$ cat config.mk
export PLATFORM = sky130hd
export DESIGN_NAME = range_counter
export DESIGN_NICKNAME = d
export VERILOG_FILES = /design/src/rtl/range_counter.sv
export SDC_FILE = /design/constraint.sdc
export NUM_CORES = 1
export LEC_CHECK = 0
export BUFFER_PORTS_ARGS = -buffer_cell sky130_fd_sc_hd__clkbuf_2
export CAP_MARGIN = 25
export CELL_PAD_IN_SITES_DETAIL_PLACEMENT = 1
export CELL_PAD_IN_SITES_GLOBAL_PLACEMENT = 1
export CORE_MARGIN = 2
export CORE_UTILIZATION = 39
export CTS_CLUSTER_DIAMETER = 60
export CTS_CLUSTER_SIZE = 40
export DETAILED_ROUTE_END_ITERATION = 8
export PLACE_DENSITY = 0.84
export SETUP_SLACK_MARGIN = 0.4
export SLEW_MARGIN = 30
export SYNTH_ARGS = -nofsm -noshare
export SYNTH_HDL_FRONTEND = slang
export SYNTH_SLANG_ARGS = --single-unit
$ cat constraint.sdc
create_clock -name Clk_i -period 4 [get_ports Clk_i]
set_input_delay 0.4 -clock Clk_i [delete_from_list [all_inputs] [get_ports Clk_i]]
set_output_delay 0.4 -clock Clk_i [all_outputs]
set_load 0.05 [all_outputs]
$ cat src/rtl/range_counter.sv
// rtl/range_counter.sv - bounded up/down counter with load clamping and saturate/wrap modes
module range_counter #(
    parameter int WIDTH = 32,
    parameter int MIN   = 8,
    parameter int MAX   = 64,
    parameter int INIT  = 8,
    parameter bit WRAP  = 1'b0
) (
    input  logic             Clk_i,
    input  logic             Reset_i,
    input  logic             En_i,
    input  logic             Up_i,
    input  logic             Load_i,
    input  logic [WIDTH-1:0] LoadData_i,
    output logic [WIDTH-1:0] Data_o,
    output logic             AtMin_o,
    output logic             AtMax_o,
    output logic             Wrap_o,
    output logic             LoadErr_o
);

    if (MIN < 0 || MIN >= MAX || INIT < MIN || INIT > MAX ||
        (WIDTH < 63 && longint'(MAX) > ((longint'(1) << WIDTH) - 1))) begin : g_param_check
        $error("range_counter: illegal MIN/MAX/INIT/WIDTH combination");
    end

    localparam logic [WIDTH-1:0] MIN_W  = WIDTH'(MIN);
    localparam logic [WIDTH-1:0] MAX_W  = WIDTH'(MAX);
    localparam logic [WIDTH-1:0] INIT_W = WIDTH'(INIT);

    logic [WIDTH-1:0] data_q, data_d;
    logic             wrap_q, wrap_d;
    logic             load_err_q, load_err_d;

    // Increment/decrement only happen strictly inside the bounds, so the
    // arithmetic can never overflow the WIDTH-bit register.
    always_comb begin
        data_d     = data_q;
        wrap_d     = 1'b0;
        load_err_d = 1'b0;
        if (Load_i) begin
            if (LoadData_i < MIN_W) begin
                data_d     = MIN_W;
                load_err_d = 1'b1;
            end else if (LoadData_i > MAX_W) begin
                data_d     = MAX_W;
                load_err_d = 1'b1;
            end else begin
                data_d = LoadData_i;
            end
        end else if (En_i) begin
            if (Up_i) begin
                if (data_q < MAX_W) begin
                    data_d = data_q + 1'b1;
                end else if (WRAP) begin
                    data_d = MIN_W;
                    wrap_d = 1'b1;
                end
            end else begin
                if (data_q > MIN_W) begin
                    data_d = data_q - 1'b1;
                end else if (WRAP) begin
                    data_d = MAX_W;
                    wrap_d = 1'b1;
                end
            end
        end
    end

    always_ff @(posedge Clk_i) begin
        if (Reset_i) begin
            data_q     <= INIT_W;
            wrap_q     <= 1'b0;
            load_err_q <= 1'b0;
        end else begin
            data_q     <= data_d;
            wrap_q     <= wrap_d;
            load_err_q <= load_err_d;
        end
    end

    assign Data_o    = data_q;
    assign AtMin_o   = (data_q == MIN_W);
    assign AtMax_o   = (data_q == MAX_W);
    assign Wrap_o    = wrap_q;
    assign LoadErr_o = load_err_q;

endmodule

== Word level (Yosys, flattened, before mapping) ==
Index checks and enable logic that the tools add are counted.

* Word-level logic and storage cells: 25
* Register bits: 33
* Output and inout bits: 36
* Bits of input ports: 37

* $lt $le $gt $ge: 4
* Eq/ne operators: 3
* Reductions and logical operators: 4
* Bitwise logic cells: 1
* Muxes and demuxes: 9
* $add $sub $neg: 2

{| class="wikitable"
|+ Operators with widths
! operator !! count
|-
| 32-bit two-way mux || 7
|-
| 32-bit by 1-bit adder with 32-bit output, second input constant || 1
|-
| 32-bit by 4-bit equality test with 1-bit output, second input constant || 1
|-
| 32-bit by 7-bit equality test with 1-bit output, second input constant || 1
|-
| 32-bit by 4-bit greater-than comparator with 1-bit output, second input constant || 1
|-
| 32-bit by 7-bit greater-than comparator with 1-bit output, second input constant || 1
|-
| 32-bit by 4-bit < comparator with 1-bit output, second input constant || 1
|-
| 32-bit by 7-bit < comparator with 1-bit output, second input constant || 1
|-
| 32-bit by 1-bit subtractor with 32-bit output, second input constant || 1
|-
| 3-bit by 1-bit != test with 1-bit output, second input constant || 1
|-
| 3-bit AND reduction || 1
|-
| 3-bit nonzero test || 1
|-
| 1-bit two-way mux || 2
|-
| 2-bit nonzero test || 1
|-
| 2-bit OR reduction || 1
|-
| 1-bit NOT || 1
|}

== Logic depth before layout (Yosys ltp) ==
Gate-level depths: netlist of the first run.

* Word-level depth: 5
* Gate-level depth with buffers: 12
* Gate-level depth less buffers: 11

== Worst setup path before layout of the first run ==
OpenSTA, ideal clock, no wires.

* Path type: in2reg
* Start point: input Up_i
* End point: register data_q[30], in the netlist Data_o[30]
* Cell stages on the path: 11
* Slack: 0.921 ns
* Setup time: 0.120 ns
* Arrival time: 2.959 ns
* Required time: 3.880 ns
* Path buffers: 0
* Cell sequence: inv_1 > ha_1 > a21o_1 > a21o_1 > a221o_1 > a31o_1 > o21ai_2 > o21ai_2 > a221oi_2 > xor2_1 > o21ai_1

* Longest elaborated chain between the ends: 3
* Elaborated cells on any way between the ends: 6
* Classes of those cells: eq/ne: 1; mux: 3; reduce/logical: 2

{| class="wikitable"
|+ Ends and longest elaborated chain
! what !! line !! RTL
|-
| from (decl) || 12 || <nowiki>input logic Up_i,</nowiki>
|-
| 32-bit two-way mux || 52 || <nowiki>if (Up_i) begin</nowiki>
|-
| 32-bit two-way mux || 51 || <nowiki>end else if (En_i) begin</nowiki>
|-
| 32-bit two-way mux || 41 || <nowiki>if (Load_i) begin</nowiki>
|-
| to (signal assigned) || 76 || <nowiki>data_q <= data_d;</nowiki>
|-
| to (decl) || 31 || <nowiki>logic [WIDTH-1:0] data_q, data_d;</nowiki>
|}

Several ways; a longest one is shown, not always the timed one. The select of a mux whose other input is x is not followed.
A chain may end at the register's enable or synchronous reset.

== Worst setup path after layout of the first run ==
Ends and elaborated chain as after synthesis.

==> impl_metrics.ini, run 1 <==
[finish]
final_cell_mix = clkbuf_2 (71), nor2_1 (38), a21oi_1 (36)
most_common_library_cell_in_the_layout_ignoring_fill_and_taps = clkbuf_2
area_growth_syn_to_layout_pct = 18.68
design.final.nets = 524
post-route-util_pct = 48.32
drive_gt1_share_pct = 20.57
antenna_cells_inserted = 0
instances_no_fill = 556
final_area_um2 = 3561

[setup_path]
regToRegStartpoint = Data_o[22]
worst_path_dominant_cell_family = compound AO/OA/AOI/OAI gates
worst-r2r-setup-slack_ps = 1200
worstPathArrival_ps = 3040
regToRegEndpoint = Data_o[20]
critical_path.max_stage_delay_ps = 370
critical_path_depth = 13
worst_setup_path_startpoint = Up_i
critical_path.startpoint_type = input pin
critical_path.cell_chain = clkbuf_2 -> inv_1 -> buf_4 -> ha_1 -> a21o_1 -> a21o_1 -> a221o_1 -> a31o_1 -> o21ai_2 -> o21ai_2 -> a221oi_2 -> xor2_1 -> o21ai_1
critical_path_buf_inv_count = 3
path_max_fanout = 32
reg2reg_depth = 7
crit_type = in2reg
crit_slowest_cell = buf_4
timing.critical_path.required_ps = 4170
timing.critical_path.to = Data_o[30]
crit_path_end_kind = flop

[floorplanning]
width_of_the_die_um = 91.71
rows = 31
ios = 73
die_h_um = 91.71
design.die.area_um2 = 8411
coreArea_um2 = 7370
floorplan.initialDensity_pct = 40.71

[yosys]
largest_family_of_logic_cells_by_synthesized_area = compound AO/OA/AOI/OAI gates
synth-xor-area-share_pct = 6.672
synth-edff-count = 0
synth-async-reset-ratio_pct = 0
synth_seq_area_share_pct = 22.02
synth_area_um2 = 3000
ys_ff_latch = 33
synth.lib_cells_used.distinct = 58
synth-compound-area-share_pct = 28.44
post_synth_mux_area_share_pct = 2.335
post_synth_and_or_nand_nor_area_fraction_pct = 23.81
synth_fp_nets = 457
post_synth_fa_ha_maj_area_fraction_pct = 13.18
synth_area_per_cell_um2 = 7.713
yosysWarningCount = 0
ys_dominant_reg_cell = dfxtp_1
synth_cells = 389

[run_status]
result_of_the_run = finished, final reports clean

[clocking]
cts-buffers-inserted = 5
clock_latency_ps = 300
holdBufCountCts = 0
ctsResizeCount = 0
h_tree_lvls = 2
clock-sinks = 33
tritoncts_clock_tree = built
post_cts_setup_bufs = 0
cts_root_buf = clkbuf_8
worst_setup_hold_path_clk_slew_ps = 70
clk_path_buf_depth = 2

[timing]
setup_total_negative_slack_ps = 0
max_slew.worst_pin.slew_ps = 903.7
max_freq_mhz = 348.5
final_setup_violating_endpoints = 0
hold_violation_total_from_the_final_report = 0
min_period_over_period_pct = 71.74
unrepaired_setup_endpoints_after_global_routing = no
slew_headroom_pct = 39.53
finalCriticalPeriod_ps = 2870
maxSlewViolCount = 0
timing.clock.skew_ps = 9.715

[power]
power.share.switching_pct = 39.38
intPower_uw = 707.3
power.share.combinational_pct = 38.7
power.net_switching_uw = 459.6
power.density_cell_area_nw_per_um2 = 327.7
vdd.ir_drop.worst_mv = 0.1753
p_leak_nw = 1.667
power_frac_clock_pct = 29.5
sequentialPowerShare_pct = 31.8

[routing]
drt_first_iter_violations = 70
dr.pass1.iters = 4
drcViolationCount = 0
vias = 3232
viasPerCell = 5.813
post_route_ant_nets = 0
detailroute.wirelength.met3_um = 354
route.final.wire_length_mm = 9.906
routedLengthMet1_mm = 4.533
highest_layer = met4
met2RoutedLength_mm = 4.845
routedWlPerCell_um = 17.82

[min_path]
hold_class = in2reg

[placement]
dp_hpwl_mm = 7.636
io_buf_count = 71
routabilityCongestion = 0.8597
cell_count_after_placement = 548
post_placement_cell_area_um2 = 3445

[global_route]
largest_net_degree_at_the_start_of_global_routing = 33
initial_antenna_violation_count = 0
first_pass_grt_wire_length_mm = 16.28
grt_util_all_layers_pct = 23.49
vias_in_the_first_global_route = 3309
grt_overflow = 0

[job]
max_cap_viol_count = 0
==> tightest hold or removal path, delay by kind of cell <==
family	cells	cell delay [ps]
AOI/OAI and AO/OA	1	50
and+or+nand+nor	1	90
buffers and inverters	1	90
==> per-layer routing <==
layer | vias to the layer above | track usage (%)
met5 | - | 0
met4 | 0 | 6.343
met3 | 20 | 3.862
met2 | 66 | 40.01
met1 | 1562 | 30.70
li1 | 1584 | -
==> Yosys cell counts (7+ instances only) <==
master    instances  area [um2]
nor4_1           11       68.82
ha_1             30       375.4
a21oi_1          36       180.2
nand3_1          17       85.08
xnor2_1           8       70.07
nor2_1           38       142.6
a21o_1           13       97.59
a211oi_1         13       97.59
dfxtp_1          33       660.6
mux2i_1           7       70.07
nand2_1          25       93.84
o21ai_0          16       80.08
xor2_1           13       113.9
nor3_1           20       100.1
inv_1             8       30.03
buf_2             7       35.03
o21a_1            7       52.55
==> registers in the layout, summed over array words and instances (netlist names) <==
register and flops:
Data_o 32, LoadErr_o 1
==> per-stage QoR <==
stage | total power, mW | worst slack (ps) | hold slack, ps
finish | 1.167 | 1130 | 385.2
global route | 1.230 | 897.9 | 410.2
CTS | 1.171 | 1135 | 384.5
detailed placement | 0.8221 | 863.8 | 498.1
global placement | 0.8079 | 943.5 | 485.5
floorplan | 0.7032 | 921.0 | 538.9
==> cell type report <==
type | instances | area (um2)
inverters | 8 | 30.03
clock inverters | 1 | 30.03
fillers | 959 | 3809
multi-input cells | 332 | 2237
clock buffers | 7 | 86.33
repair buffers | 76 | 392.9
well taps | 99 | 123.9
flip-flops and latches | 33 | 660.6
==> worst min path at each step <==
stage / depth (start not counted) / end / slack, ps / startpoint
after CTS: 3 / Data_o[5] / 380 / LoadData_i[5]
after detailed placement: 2 / Data_o[29] / 500 / Data_o[29]
final: 3 / Data_o[5] / 390 / LoadData_i[5]
after floorplan: 2 / Data_o[5] / 540 / LoadData_i[5]
after global routing: 3 / Data_o[5] / 410 / LoadData_i[5]
after global placement: 2 / Data_o[12] / 490 / Data_o[12]
==> power groups by stage <==
stage	Clock [mW]	Sequential [mW]	Combinational [mW]
detailed placement	0	0.379	0.444
global route	0.365	0.374	0.491
CTS	0.351	0.371	0.449
global placement	0	0.377	0.431
finish	0.344	0.371	0.451
floorplan	0	0.435	0.268
==> kinds of logic (layout without fill, tap and decap cells) <==
kind of cell / after synthesis / count (layout)
AOI/OAI and AO/OA: 126 / 126
adders and majority gates: 31 / 31
other: 1 / 1
buffers and inverters: 24 / 92
xor gates and xnor gates: 22 / 22
DFF: 33 / 33
and+or+nand+nor: 145 / 145
muxes: 7 / 7
No activity file was read; power rests on OpenSTA's default activity.
==> run 2, diff against run 1 <==
Settings changed: CORE_UTILIZATION 39 to 35, PLACE_DENSITY 0.84 to 0.79.
Clock period 4 ns to 2.5 ns, I/O delays scaled along.
==> impl_metrics.ini, run 2 (synthesis gave the netlist of run 1 again) <==
[finish]
area_growth_syn_to_layout_pct = 68.52
largest_register_ffs = 32
final_area_um2 = 5056
drive_gt1_share_pct = 53.73
final_cell_mix = buf_4 (83), clkbuf_2 (68), nor2_1 (27)
design.final.nets = 616
multi_input_comb_area_um2 = 2915
n_fill_cell = 955
seqCellArea_um2 = 676.9
most_common_library_cell_in_the_layout_ignoring_fill_and_taps = buf_4
antenna_cells_inserted = 0

[routing]
route.final.wire_length_mm = 18.16
drt_first_iter_violations = 350
viasPerCell = 6.489
drcViolationCount = 0
vias = 4244
post_route_ant_nets = 0
dr.pass1.iters = 6
routedWlPerCell_um = 27.77

[setup_path]
regToRegStartpoint = Data_o[18]
worst-r2r-setup-slack_ps = -310
regToRegEndpoint = Data_o[29]
critical_path.startpoint_type = flop
crit_type = reg2reg
crit_path_end_kind = flop
timing.critical_path.required_ps = 2700
path_max_fanout = 6
worstPathArrival_ps = 3010
reg2reg_depth = 10

[timing]
hold_ws_ps = 225.9
min_period_over_period_pct = 112.4
final_setup_violating_endpoints = 14
max_freq_mhz = 355.8
finalCriticalPeriod_ps = 2810
slew_headroom_pct = 56.76
maxSlewViolCount = 0
max_slew.worst_pin.slew_ps = 642.7
timing.clock.skew_ps = 5.638
hold_violation_total_from_the_final_report = 0
worst_slack_ps = -310.4
unrepaired_setup_endpoints_after_global_routing = yes

[min_path]
hold_class = in2reg
hold_path_end = Data_o[5]
holdPathStages = 3
min_from = LoadData_i[5]

[global_route]
grt_overflow = 0
grt_util_all_layers_pct = 30.38
first_pass_grt_wire_length_mm = 21.71
largest_net_degree_at_the_start_of_global_routing = 23
initial_antenna_violation_count = 0
vias_in_the_first_global_route = 4110

[power]
vdd.ir_drop.worst_mv = 0.2947
p_leak_nw = 2.263
power.density_cell_area_nw_per_um2 = 458.4

[clocking]
tritoncts_clock_tree = built
worst_setup_hold_path_clk_slew_ps = 80
holdBufCountCts = 0
h_tree_lvls = 2
cts-buffers-inserted = 5
clk_path_buf_depth = 2
clock-sinks = 33
cts_root_buf = clkbuf_8
clock_latency_ps = 310

[placement]
post_placement_cell_area_um2 = 4061
io_buf_count = 71
routabilityCongestion = 0.8375
dp_hpwl_mm = 9.045

[floorplanning]
width_of_the_die_um = 96.59
floorplan.initialDensity_pct = 36.33
design.die.area_um2 = 9329
ios = 73
die_h_um = 96.59
rows = 33
coreArea_um2 = 8258

[run_status]
result_of_the_run = finished with violations
violated_checks = setup timing

[job]
max_cap_viol_count = 0
-- run 2: cell count changes in the layout (fill, tap and decap cells not counted), moves of 10 or more --
| cell | before | now |
|---|---|---|
| nor3_1 | 20 | 10 |
| a21oi_1 | 36 | 14 |
| nor2_1 | 38 | 27 |
| a21oi_2 | 1 | 19 |
| ha_4 | 0 | 14 |
| buf_4 | 5 | 83 |
| ha_1 | 30 | 15 |
| buf_6 | 0 | 10 |
-- run 2: repair_timing --
action                                  CTS  global route
pin swaps                                 7            19
gates cloned                              0             3
gates resized for setup                  43           124
setup buffers                             2             9
endpoints found under the setup margin   34            34
-- run 2: final cells by class --
| class | count | area share, % |
|---|---|---|
| inverters | 8 | 0.6682 |
| well taps | 105 | 2.598 |
| multi-input cells | 332 | 57.66 |
| clock buffers | 6 | 1.435 |
| repair buffers | 168 | 24.05 |
| clock inverters | 2 | 0.1980 |
| flip-flops and latches | 33 | 13.39 |
-- run 2: layer usage --
metal | GRT usage (%) | wire [um] | vias to the layer above
met1 | 35.41 | 6848 | 2063
met3 | 5.431 | 1435 | 106
met5 | 0 | 0 | -
li1 | - | - | 1777
met2 | 53.01 | 8599 | 298
met4 | 15.73 | 1281 | 0
-- run 2: worst max path at each step --
stage                           from    endpoint  slack, ps  cells after the start
after floorplan                 Up_i  Data_o[30]       -300                     11
after global placement          Up_i  Data_o[30]       -260                     13
after detailed placement        Up_i  Data_o[30]       -350                     13
after CTS                  Data_o[9]  Data_o[31]         40                     10
after global routing      Data_o[18]  Data_o[29]       -380                     10
final                     Data_o[18]  Data_o[29]       -310                     10
-- run 2: power by group --
| group | internal, mW | total (mW) | switching [mW] |
|---|---|---|---|
| Combinational | 0.534 | 1.27 | 0.738 |
| Clock | 0.194 | 0.443 | 0.249 |
| Sequential | 0.556 | 0.602 | 0.0456 |
-- run 2: per-stage QoR --
step / total power [mW] / utilization (%) / std cells / TNS (ps) / worst slack (ps)
2_1_floorplan: 1.132 / - / 389 / -2031 / -301.9
3_3_place_gp: 1.430 / 49.18 / 632 / -2681 / -264.6
3_5_place_dp: 1.464 / 49.18 / 632 / -4070 / -349.1
4_1_cts: 1.944 / 53.15 / 642 / 0 / 43.06
5_1_grt: 2.391 / 61.23 / 654 / -2755 / -381.0
6_report: 2.318 / 61.23 / 654 / -1925 / -310.4
-- run 2: critical path: stages (launching register included) --
cell and delay [ps]:
dfxtp_1 480, ha_2 380, a21o_1 200, a22oi_1 290
a21oi_1 160, a21oi_1 240, o31a_1 210, nand2_1 140
a31oi_2 270, mux2i_1 240, nand2_1 80
==> run 3, diff against run 2 <==
Settings changed: SETUP_SLACK_MARGIN 0.4 to 0.5.
==> impl_metrics.ini, run 3 (synthesis gave the netlist of run 1 again) <==
[setup_path]
regToRegEndpoint = Data_o[29]
critical_path.cell_chain = ha_1 -> buf_4 -> a21oi_2 -> nor3_4 -> a21oi_1 -> o31a_1 -> buf_4 -> nand2_4 -> buf_6 -> a31oi_4 -> mux2i_1 -> nand2_1
crit_path_end_kind = flop
critical_path.startpoint_type = flop
timing.critical_path.required_ps = 2680
critical_path_buf_inv_count = 3
worst_path_dominant_cell_family = compound AO/OA/AOI/OAI gates
reg2reg_depth = 12
crit_slowest_cell = a21oi_2
crit_type = reg2reg
worst-r2r-setup-slack_ps = -520
timing.critical_path.mode_cell = buf_4
path_max_fanout = 4
critical_path_depth = 12
worstPathArrival_ps = 3210
regToRegStartpoint = Data_o[14]
critical_path.max_stage_delay_ps = 460

[routing]
routedWlPerCell_um = 35.19
route.final.wire_length_mm = 24.53
drcViolationCount = 0
drt_first_iter_violations = 488
dr.pass1.iters = 5
vias = 4936
viasPerCell = 7.082
post_route_ant_nets = 0

[global_route]
grt_overflow = 0
largest_net_degree_at_the_start_of_global_routing = 18
grt_util_all_layers_pct = 40.50
vias_in_the_first_global_route = 4653
first_pass_grt_wire_length_mm = 27.69
initial_antenna_violation_count = 2

[clocking]
holdBufCountCts = 0
cts_root_buf = clkbuf_8
clock-sinks = 33
worst_setup_hold_path_clk_slew_ps = 100
h_tree_lvls = 2
clock_latency_ps = 330
clk_path_buf_depth = 2
tritoncts_clock_tree = built
cts-buffers-inserted = 5

[run_status]
result_of_the_run = finished with violations
violated_checks = setup timing

[floorplanning]
rows = 33
floorplan.initialDensity_pct = 36.33
ios = 73
coreArea_um2 = 8258
design.die.area_um2 = 9329
die_h_um = 96.59
width_of_the_die_um = 96.59

[finish]
most_common_library_cell_in_the_layout_ignoring_fill_and_taps = buf_4
post-route-util_pct = 72.06
largest_register_ffs = 32
design.final.nets = 659
drive_gt1_share_pct = 64.36
antenna_cells_inserted = 0
area_growth_syn_to_layout_pct = 98.33
final_cell_mix = buf_4 (96), clkbuf_2 (68), buf_6 (27)

[job]
max_cap_viol_count = 0

[min_path]
min_from = LoadData_i[5]
holdPathStages = 3
hold_path_end = Data_o[5]
hold_class = in2reg

[timing]
worst_slack_ps = -522.8
slew_headroom_pct = 60.04
max_freq_mhz = 330.8
hold_violation_total_from_the_final_report = 0
min_period_over_period_pct = 120.9
max_slew.worst_pin.slew_ps = 593.9
maxSlewViolCount = 0
timing.clock.skew_ps = 17.10
setup_total_negative_slack_ps = -10490
finalCriticalPeriod_ps = 3023
final_setup_violating_endpoints = 34
unrepaired_setup_endpoints_after_global_routing = yes

[power]
power.density_cell_area_nw_per_um2 = 469.3
power.share.combinational_pct = 59.4
sequentialPowerShare_pct = 21.8
power.share.switching_pct = 45.20
vdd.ir_drop.worst_mv = 0.2941
intPower_mw = 1.530
power.total_mw = 2.793
power_frac_clock_pct = 18.8
p_leak_nw = 2.633
power.net_switching_mw = 1.262

[placement]
dp_hpwl_mm = 8.967
routabilityCongestion = 0.8567
io_buf_count = 71
[run 3: metal layers]
| metal | track usage (%) | wire length, um | up-vias |
|---|---|---|---|
| li1 | - | - | 1866 |
| met1 | 48.84 | 8664 | 2353 |
| met2 | 66.03 | 10940 | 501 |
| met3 | 9.232 | 2824 | 210 |
| met4 | 23.24 | 2008 | 6 |
| met5 | 0 | 96 | - |
[run 3: power by group through the flow]
stage / combinational (mW) / clock [mW] / sequential [mW]
5_1_grt: 1.68 / 0.526 / 0.608
4_1_cts: 1.22 / 0.487 / 0.597
3_3_place_gp: 0.846 / 0 / 0.599
3_5_place_dp: 0.880 / 0 / 0.601
2_1_floorplan: 0.439 / 0 / 0.700
6_report: 1.66 / 0.524 / 0.609
[run 3: worst reg2reg max path, stage by stage (launching register included)]
cell	delay, ps
dfxtp_1	430
ha_1	320
buf_4	170
a21oi_2	460
nor3_4	130
a21oi_1	160
o31a_1	210
buf_4	150
nand2_4	60
buf_6	140
a31oi_4	210
mux2i_1	290
nand2_1	150
[run 3: layout make-up]
cell class	instances	area (um2)
Clock inverter	1	5.005
Timing Repair Buffer	211	1775
Multi-Input combinational cell	332	3219
Sequential cell	33	689.4
Tap cell	105	131.4
Fill cell	875	2307
Clock buffer	7	96.34
Inverter	8	33.78
[run 3: worst max path at each step]
stage          startpoint         end  slack [ps]
6_report       Data_o[14]  Data_o[29]        -520
3_5_place_dp         Up_i  Data_o[30]        -370
4_1_cts              Up_i  Data_o[30]          -8
5_1_grt         Data_o[7]  Data_o[24]        -650
3_3_place_gp         Up_i  Data_o[31]        -240
2_1_floorplan        Up_i  Data_o[30]        -300
[run 3: per-stage QoR]
stage          setup slack, ps  hold slack [ps]  cell area [um2]  cells
3_3_place_gp            -235.1            469.7             4096    632
2_1_floorplan           -301.9            388.9             3047    389
5_1_grt                 -652.0            273.4             5951    697
4_1_cts                 -7.564            226.5             5264    667
3_5_place_dp            -370.7            471.6             4096    632
6_report                -522.8            257.3             5951    697
[run 3: repair_timing]
| action | 4_1_cts | 5_1_grt |
|---|---|---|
| endpoints found under the hold margin | 0 | 0 |
| pin swaps | 33 | 71 |
| buffers inserted | 21 | 30 |
| endpoints found under the setup margin | 34 | 34 |
| gates cloned | 6 | 0 |
| gates resized for setup | 147 | 101 |
